$ cat config.mk
export PLATFORM = sky130hd
export DESIGN_NAME = ehl_gpio_apb_flat
export DESIGN_NICKNAME = d
export VERILOG_FILES = /design/src/rtl/ehl_gpio_apb_if.sv /design/src/rtl/ehl_gpio_apb.sv /design/src/flat_wrapper.sv
export SDC_FILE = /design/constraint.sdc
export NUM_CORES = 1
export LEC_CHECK = 0
export BUFFER_PORTS_ARGS = -buffer_cell sky130_fd_sc_hd__buf_2
export CAP_MARGIN = 20
export CELL_PAD_IN_SITES_DETAIL_PLACEMENT = 1
export CELL_PAD_IN_SITES_GLOBAL_PLACEMENT = 2
export CORE_UTILIZATION = 29
export DETAILED_ROUTE_END_ITERATION = 7
export MAX_ROUTING_LAYER = met4
export PLACE_DENSITY_LB_ADDON = 0.1
export REMOVE_ABC_BUFFERS = 1
export SYNTH_ARGS = -nofsm -noshare
export SYNTH_HDL_FRONTEND = slang
export SYNTH_SLANG_ARGS = --single-unit
$ cat constraint.sdc
create_clock -name clk -period 2.07 [get_ports clk]
set_input_delay 0.1035 -clock clk [delete_from_list [all_inputs] [get_ports clk]]
set_output_delay 0.1035 -clock clk [all_outputs]
set_load 0.005 [all_outputs]
$ cat src/rtl/ehl_gpio_apb_if.sv
// APB3 bus bundle between a bus master and the GPIO register front-end.
interface ehl_gpio_apb_if;
    logic        psel;
    logic        penable;
    logic        pwrite;
    logic [7:0]  paddr;
    logic [31:0] pwdata;
    logic [31:0] prdata;
    logic        pready;
    logic        pslverr;

    modport master (
        output psel, penable, pwrite, paddr, pwdata,
        input  prdata, pready, pslverr
    );

    modport slave (
        input  psel, penable, pwrite, paddr, pwdata,
        output prdata, pready, pslverr
    );
endinterface

$ cat src/rtl/ehl_gpio_apb.sv
// APB3 slave front-end for the GPIO core: turns each APB transfer into a single
// one-cycle register strobe, then returns read data and completion to the bus.
module ehl_gpio_apb #(
    parameter int WIDTH      = 32,
    parameter int RD_LATENCY = 0
) (
    input  logic             clk,
    input  logic             reset_n,
    ehl_gpio_apb_if.slave    apb,
    output logic [10:0]      write_stb,
    output logic [10:0]      read_stb,
    output logic [10:0]      set_stb,
    output logic [10:0]      clr_stb,
    output logic [10:0]      inv_stb,
    output logic [WIDTH-1:0] data_in,
    input  logic [WIDTH-1:0] data_out
);
    localparam logic [1:0] IDLE  = 2'd0;
    localparam logic [1:0] ISSUE = 2'd1;
    localparam logic [1:0] WAIT  = 2'd2;
    localparam logic [1:0] DONE  = 2'd3;

    logic [1:0]  state;
    logic        is_read;
    logic        is_err;
    logic [3:0]  idx;
    logic [1:0]  op;
    logic [10:0] onehot;
    logic        dec_err;
    logic [10:0] nxt_wr, nxt_rd, nxt_set, nxt_clr, nxt_inv;
    logic        unused_bits;

    assign unused_bits = ^{apb.paddr[1:0], apb.pwdata};

    function automatic logic [31:0] zext(input logic [WIDTH-1:0] v);
        zext = '0;
        zext[WIDTH-1:0] = v;
    endfunction

    // GIFR is write-1-to-clear, so its direct alias lands on the clear strobe.
    always_comb begin
        idx     = apb.paddr[5:2];
        op      = apb.paddr[7:6];
        onehot  = 11'd1 << idx;
        dec_err = (idx > 4'd10) ||
                  (apb.pwrite && ((idx == 4'd8) || ((idx == 4'd7) && op[0])));
        nxt_wr  = '0;
        nxt_rd  = '0;
        nxt_set = '0;
        nxt_clr = '0;
        nxt_inv = '0;
        if (!dec_err) begin
            if (!apb.pwrite) begin
                nxt_rd = onehot;
            end else begin
                case (op)
                    2'b00: begin
                        if (idx == 4'd7) nxt_clr = onehot;
                        else             nxt_wr  = onehot;
                    end
                    2'b01:   nxt_set = onehot;
                    2'b10:   nxt_clr = onehot;
                    default: nxt_inv = onehot;
                endcase
            end
        end
    end

    always_ff @(posedge clk or negedge reset_n) begin
        if (!reset_n) begin
            state       <= IDLE;
            is_read     <= 1'b0;
            is_err      <= 1'b0;
            write_stb   <= '0;
            read_stb    <= '0;
            set_stb     <= '0;
            clr_stb     <= '0;
            inv_stb     <= '0;
            data_in     <= '0;
            apb.prdata  <= '0;
            apb.pready  <= 1'b0;
            apb.pslverr <= 1'b0;
        end else begin
            write_stb   <= '0;
            read_stb    <= '0;
            set_stb     <= '0;
            clr_stb     <= '0;
            inv_stb     <= '0;
            apb.pready  <= 1'b0;
            apb.pslverr <= 1'b0;
            case (state)
                IDLE: begin
                    if (apb.psel && !apb.penable) begin
                        write_stb <= nxt_wr;
                        read_stb  <= nxt_rd;
                        set_stb   <= nxt_set;
                        clr_stb   <= nxt_clr;
                        inv_stb   <= nxt_inv;
                        data_in   <= apb.pwdata[WIDTH-1:0];
                        is_read   <= !apb.pwrite;
                        is_err    <= dec_err;
                        state     <= ISSUE;
                    end
                end
                ISSUE: begin
                    // A master dropping psel mid-transfer abandons it silently.
                    if (!apb.psel) begin
                        state <= IDLE;
                    end else if (is_err || !is_read) begin
                        apb.pready  <= 1'b1;
                        apb.pslverr <= is_err;
                        if (is_err) apb.prdata <= '0;
                        state <= DONE;
                    end else if (RD_LATENCY == 0) begin
                        apb.prdata <= zext(data_out);
                        apb.pready <= 1'b1;
                        state      <= DONE;
                    end else begin
                        state <= WAIT;
                    end
                end
                WAIT: begin
                    if (!apb.psel) begin
                        state <= IDLE;
                    end else begin
                        apb.prdata <= zext(data_out);
                        apb.pready <= 1'b1;
                        state      <= DONE;
                    end
                end
                default: state <= IDLE;
            endcase
        end
    end
endmodule

$ cat src/flat_wrapper.sv
// flat-port wrapper written by rule: the top's interface ports become plain ports
module ehl_gpio_apb_flat 
#(
    parameter int WIDTH      = 32,
    parameter int RD_LATENCY = 0
)
  (clk, reset_n, write_stb, read_stb, set_stb, clr_stb, inv_stb, data_in, data_out, apb_psel, apb_penable, apb_pwrite, apb_paddr, apb_pwdata, apb_prdata, apb_pready, apb_pslverr);
  ehl_gpio_apb_if apb_i ();
  input  logic clk;
  input  logic reset_n;
  output logic [10:0] write_stb;
  output logic [10:0] read_stb;
  output logic [10:0] set_stb;
  output logic [10:0] clr_stb;
  output logic [10:0] inv_stb;
  output logic [WIDTH-1:0] data_in;
  input  logic [WIDTH-1:0] data_out;
  input wire logic [$bits(apb_i.psel)-1:0] apb_psel;
  input wire logic [$bits(apb_i.penable)-1:0] apb_penable;
  input wire logic [$bits(apb_i.pwrite)-1:0] apb_pwrite;
  input wire logic [$bits(apb_i.paddr)-1:0] apb_paddr;
  input wire logic [$bits(apb_i.pwdata)-1:0] apb_pwdata;
  output wire logic [$bits(apb_i.prdata)-1:0] apb_prdata;
  output wire logic [$bits(apb_i.pready)-1:0] apb_pready;
  output wire logic [$bits(apb_i.pslverr)-1:0] apb_pslverr;
  assign apb_i.psel = apb_psel;
  assign apb_i.penable = apb_penable;
  assign apb_i.pwrite = apb_pwrite;
  assign apb_i.paddr = apb_paddr;
  assign apb_i.pwdata = apb_pwdata;
  assign apb_prdata = apb_i.prdata;
  assign apb_pready = apb_i.pready;
  assign apb_pslverr = apb_i.pslverr;
  ehl_gpio_apb #(.WIDTH(WIDTH), .RD_LATENCY(RD_LATENCY)) u_core (.clk(clk), .reset_n(reset_n), .apb(apb_i), .write_stb(write_stb), .read_stb(read_stb), .set_stb(set_stb), .clr_stb(clr_stb), .inv_stb(inv_stb), .data_in(data_in), .data_out(data_out));
endmodule
==> results.json <==
{
  "postCtsSetupRepairBufs": 0,
  "clk_path_buf_depth": 2,
  "critPathTopFamily": "compound AO/OA/AOI/OAI gates",
  "syn_area_per_cell_um2": 11.8,
  "cts_tree": "yes",
  "worst_pin_slew_ps": 765,
  "max_clock_freq_mhz": 535,
  "fp.dieH_um": 128,
  "max_cap_viol_count": 0,
  "worst_setup_path_start_kind": "flop",
  "clock-sinks": 125,
  "design.final.nets": 747,
  "period_share": 0.903,
  "gp_routability_congestion": 0.687,
  "power-per-cell-area_nw_per_um2": 1180,
  "drive_gt1_frac": 0.355,
  "cp_cell_sequence": "inv_1, ha_1, o21bai_1, a32o_2, a32o_1",
  "drt_first_iter_violations": 123,
  "cts-hold-fix-buffers": 69,
  "holdCritPathClass": "in -> reg",
  "switching_power_as_a_share_of_total_power": 0.306,
  "via_count": 3944,
  "drt-pass1-iter-count": 4,
  "clk-insertion-delay-late_ps": 410,
  "sequentialPowerShare": 0.380,
  "number_of_i_o_port_buffers": 195,
  "yosysWarnings": 0,
  "fin_crit_ps": 1870,
  "power.leakage_nw": 3.76,
  "combPwrFrac": 0.268,
  "vdd.ir_drop.worst_mv": 0.537,
  "setup-violations-final": 0,
  "power.clock.fraction": 0.353,
  "antenna_found_initial": 0,
  "netlist_instances": 389,
  "first_global_vias": 4302,
  "cts_root_buffer": "clkbuf_16",
  "fp.coreArea_um2": 15300,
  "outcome": "finished clean",
  "core_util_final": 0.463,
  "relative_max_transition_margin": 0.490,
  "routed_via_density": 4.44,
  "worst-setup-path-type": "reg -> reg",
  "worst_path_setup_slack_after_routing_ps": 201,
  "worst_setup_path_end_kind": "flop",
  "drc": 0,
  "switchingPower_w": 0.00256,
  "worst-path-buf-inv": 1,
  "cts_made_buffers": 17,
  "seq_total_area_yosys": 0.680,
  "cp_data_arrival_time_ps": 2200,
  "final.hold.worst_slack_ps": 32.4,
  "worstPathRequired_ps": 2410,
  "grt.total_usage": 0.189,
  "gr-total-overflow": 0,
  "unrepaired_setup_endpoints_after_global_routing": "false",
  "antennaDiodeCount": 0,
  "start_util": 0.300,
  "internal-power_w": 0.00579,
  "hold_violations": 0,
  "grt_start_max_net_pins": 55,
  "final-max-slew-violation-count": 0,
  "path_clk_slew_ps": 50,
  "dieArea_um2": 16400,
  "crit_fanout": 32,
  "synthDistinctLibCells": 37,
  "post_cts_resize_count": 0,
  "hpwl_um": 9350,
  "finalInstanceArea_um2": 7090,
  "grt_pass1_wl_um": 22800,
  "drt-total-wl_um": 14100,
  "die_width_um": 128,
  "htree_levels": 4,
  "area_growth_syn_to_layout_pct": 54.1,
  "ant_nets": 0,
  "critical_path.slowest_cell": "a32o_2",
  "num_rows": 45,
  "total_negative_slack_for_setup_checks_ps": 0,
  "dpl_worst_slack_ps": 213,
  "placed_cell_area_um2": 5810,
  "cp_slowest_stage_delay_ps": 650,
  "boundaryPins": 198,
  "skew_ps": 7.83,
  "netlist_area_um2": 4600,
  "yosys_register_bits": 125,
  "wl_per_cell_um": 15.8
}
flip-flops by register name, summed over array words and instances (netlist names):
name	cells
u_core.is_err	1
u_core.set_stb	11
u_core.read_stb	11
u_core.clr_stb	11
u_core.apb.prdata	32
u_core.data_in	32
u_core.is_read	1
u_core.inv_stb	11
u_core.apb.pready	1
u_core.write_stb	11
u_core.apb.pslverr	1
u_core.state	2
synth_stat cells, drive strengths merged:
library cell | number | share of area
ha | 4 | 0.011
a22o | 1 | 0.0019
a21o | 1 | 0.0016
o31ai | 1 | 0.0046
conb | 1 | 0.00082
clkbuf | 7 | 0.0057
and3b | 1 | 0.0019
nor3b | 1 | 0.0016
buf | 16 | 0.029
a32oi | 1 | 0.0019
nand3 | 8 | 0.0087
o21a | 1 | 0.0016
a31oi | 1 | 0.0014
a21oi | 1 | 0.0011
nor2b | 6 | 0.0082
and2 | 1 | 0.0014
o21bai | 1 | 0.0016
mux2 | 1 | 0.0024
a211oi | 1 | 0.0016
nand3b | 3 | 0.0049
or3b | 1 | 0.0019
nor4 | 2 | 0.0041
nand2b | 2 | 0.0027
dfrtp | 125 | 0.68
nor2 | 47 | 0.038
nand2 | 108 | 0.088
a32o | 34 | 0.074
a21boi | 1 | 0.0016
and3 | 3 | 0.0041
nand4 | 3 | 0.0073
and2b | 1 | 0.0016
inv | 4 | 0.0033
per-stage QoR:
stage	instances	total power [W]
3_5_place_dp	789	0.00535
4_1_cts	889	0.00846
5_1_grt	889	0.00885
6_report	889	0.00835
3_3_place_gp	789	0.00525
2_1_floorplan	372	0.00427
layout make-up:
class / count / area (um^2)
clock inverter: 6 / 82.6
multi-input combinational: 243 / 1320
tap: 211 / 264
fill: 1764 / 8230
inverter: 4 / 15.0
sequential: 125 / 3130
timing repair buffer: 275 / 1770
clock buffer: 25 / 505
layer usage:
| layer | up-vias | wire, um | global-route usage |
|---|---|---|---|
| met4 | 0 | 352 | 0.0844 |
| li1 | 1849 | - | - |
| met1 | 1951 | 6240 | 0.225 |
| met3 | 21 | 751 | 0.0505 |
| met5 | - | 0 | - |
| met2 | 123 | 6730 | 0.302 |
path summary, 6_finish.rpt:
path	startpoint	endpoint	slack (ps)	cells past startpoint
max in group asynchronous	reset_n	u_core.write_stb[1]	1180	3
max	u_core.state[1]	u_core.apb.prdata[6]	200	5
max reg2reg	u_core.state[1]	u_core.apb.prdata[6]	200	5
min in group asynchronous	reset_n	u_core.apb.prdata[2]	240	2
min	apb_paddr[3]	u_core.inv_stb[3]	30	3
min reg2reg	u_core.data_in[26]	u_core.data_in[26]	470	2
power groups by stage:
stage,sequential [W],combinational [W],clock [W]
after floorplan,0.00324,0.00102,0
after global placement,0.00319,0.00206,0
after detailed placement,0.00322,0.00213,0
after CTS,0.00318,0.00225,0.00303
after global routing,0.00324,0.00248,0.00313
final,0.00317,0.00223,0.00295
layout by cell type (no fill, tap or decap), drive strengths merged:
cell         count
and3b            1
nand3b           3
clkinv           3
dfrtp          125
buf            206
clkbuf          25
a31oi            1
ha               4
a21oi            1
nor3b            1
nand2b           2
o21a             1
dlygate4sd3     69
mux2             1
a21o             1
a211oi           1
nand2          108
and3             3
clkinvlp         1
a21boi           1
o31ai            1
and2b            1
nand4            3
bufinv           2
inv              4
nor2b            6
a32oi            1
a32o            34
nand3            8
or3b             1
nor2            47
conb             7
nor4             2
and2             1
a22o             1
o21bai           1
worst min-delay path, cell delays in order:
cell and delay [ps]:
buf_2 150, nand2_1 100, nor4_2 40
cell families after synthesis:
kind of cell,after synthesis,synth area share
AOI/OAI and AO/OA,44,0.0933
other,1,0.000815
buffers and inverters,27,0.0375
muxes,1,0.00245
DFF,125,0.680
adders and majority gates,4,0.0109
and+or+nand+nor,187,0.175
(Power assumes the default switching activity.)
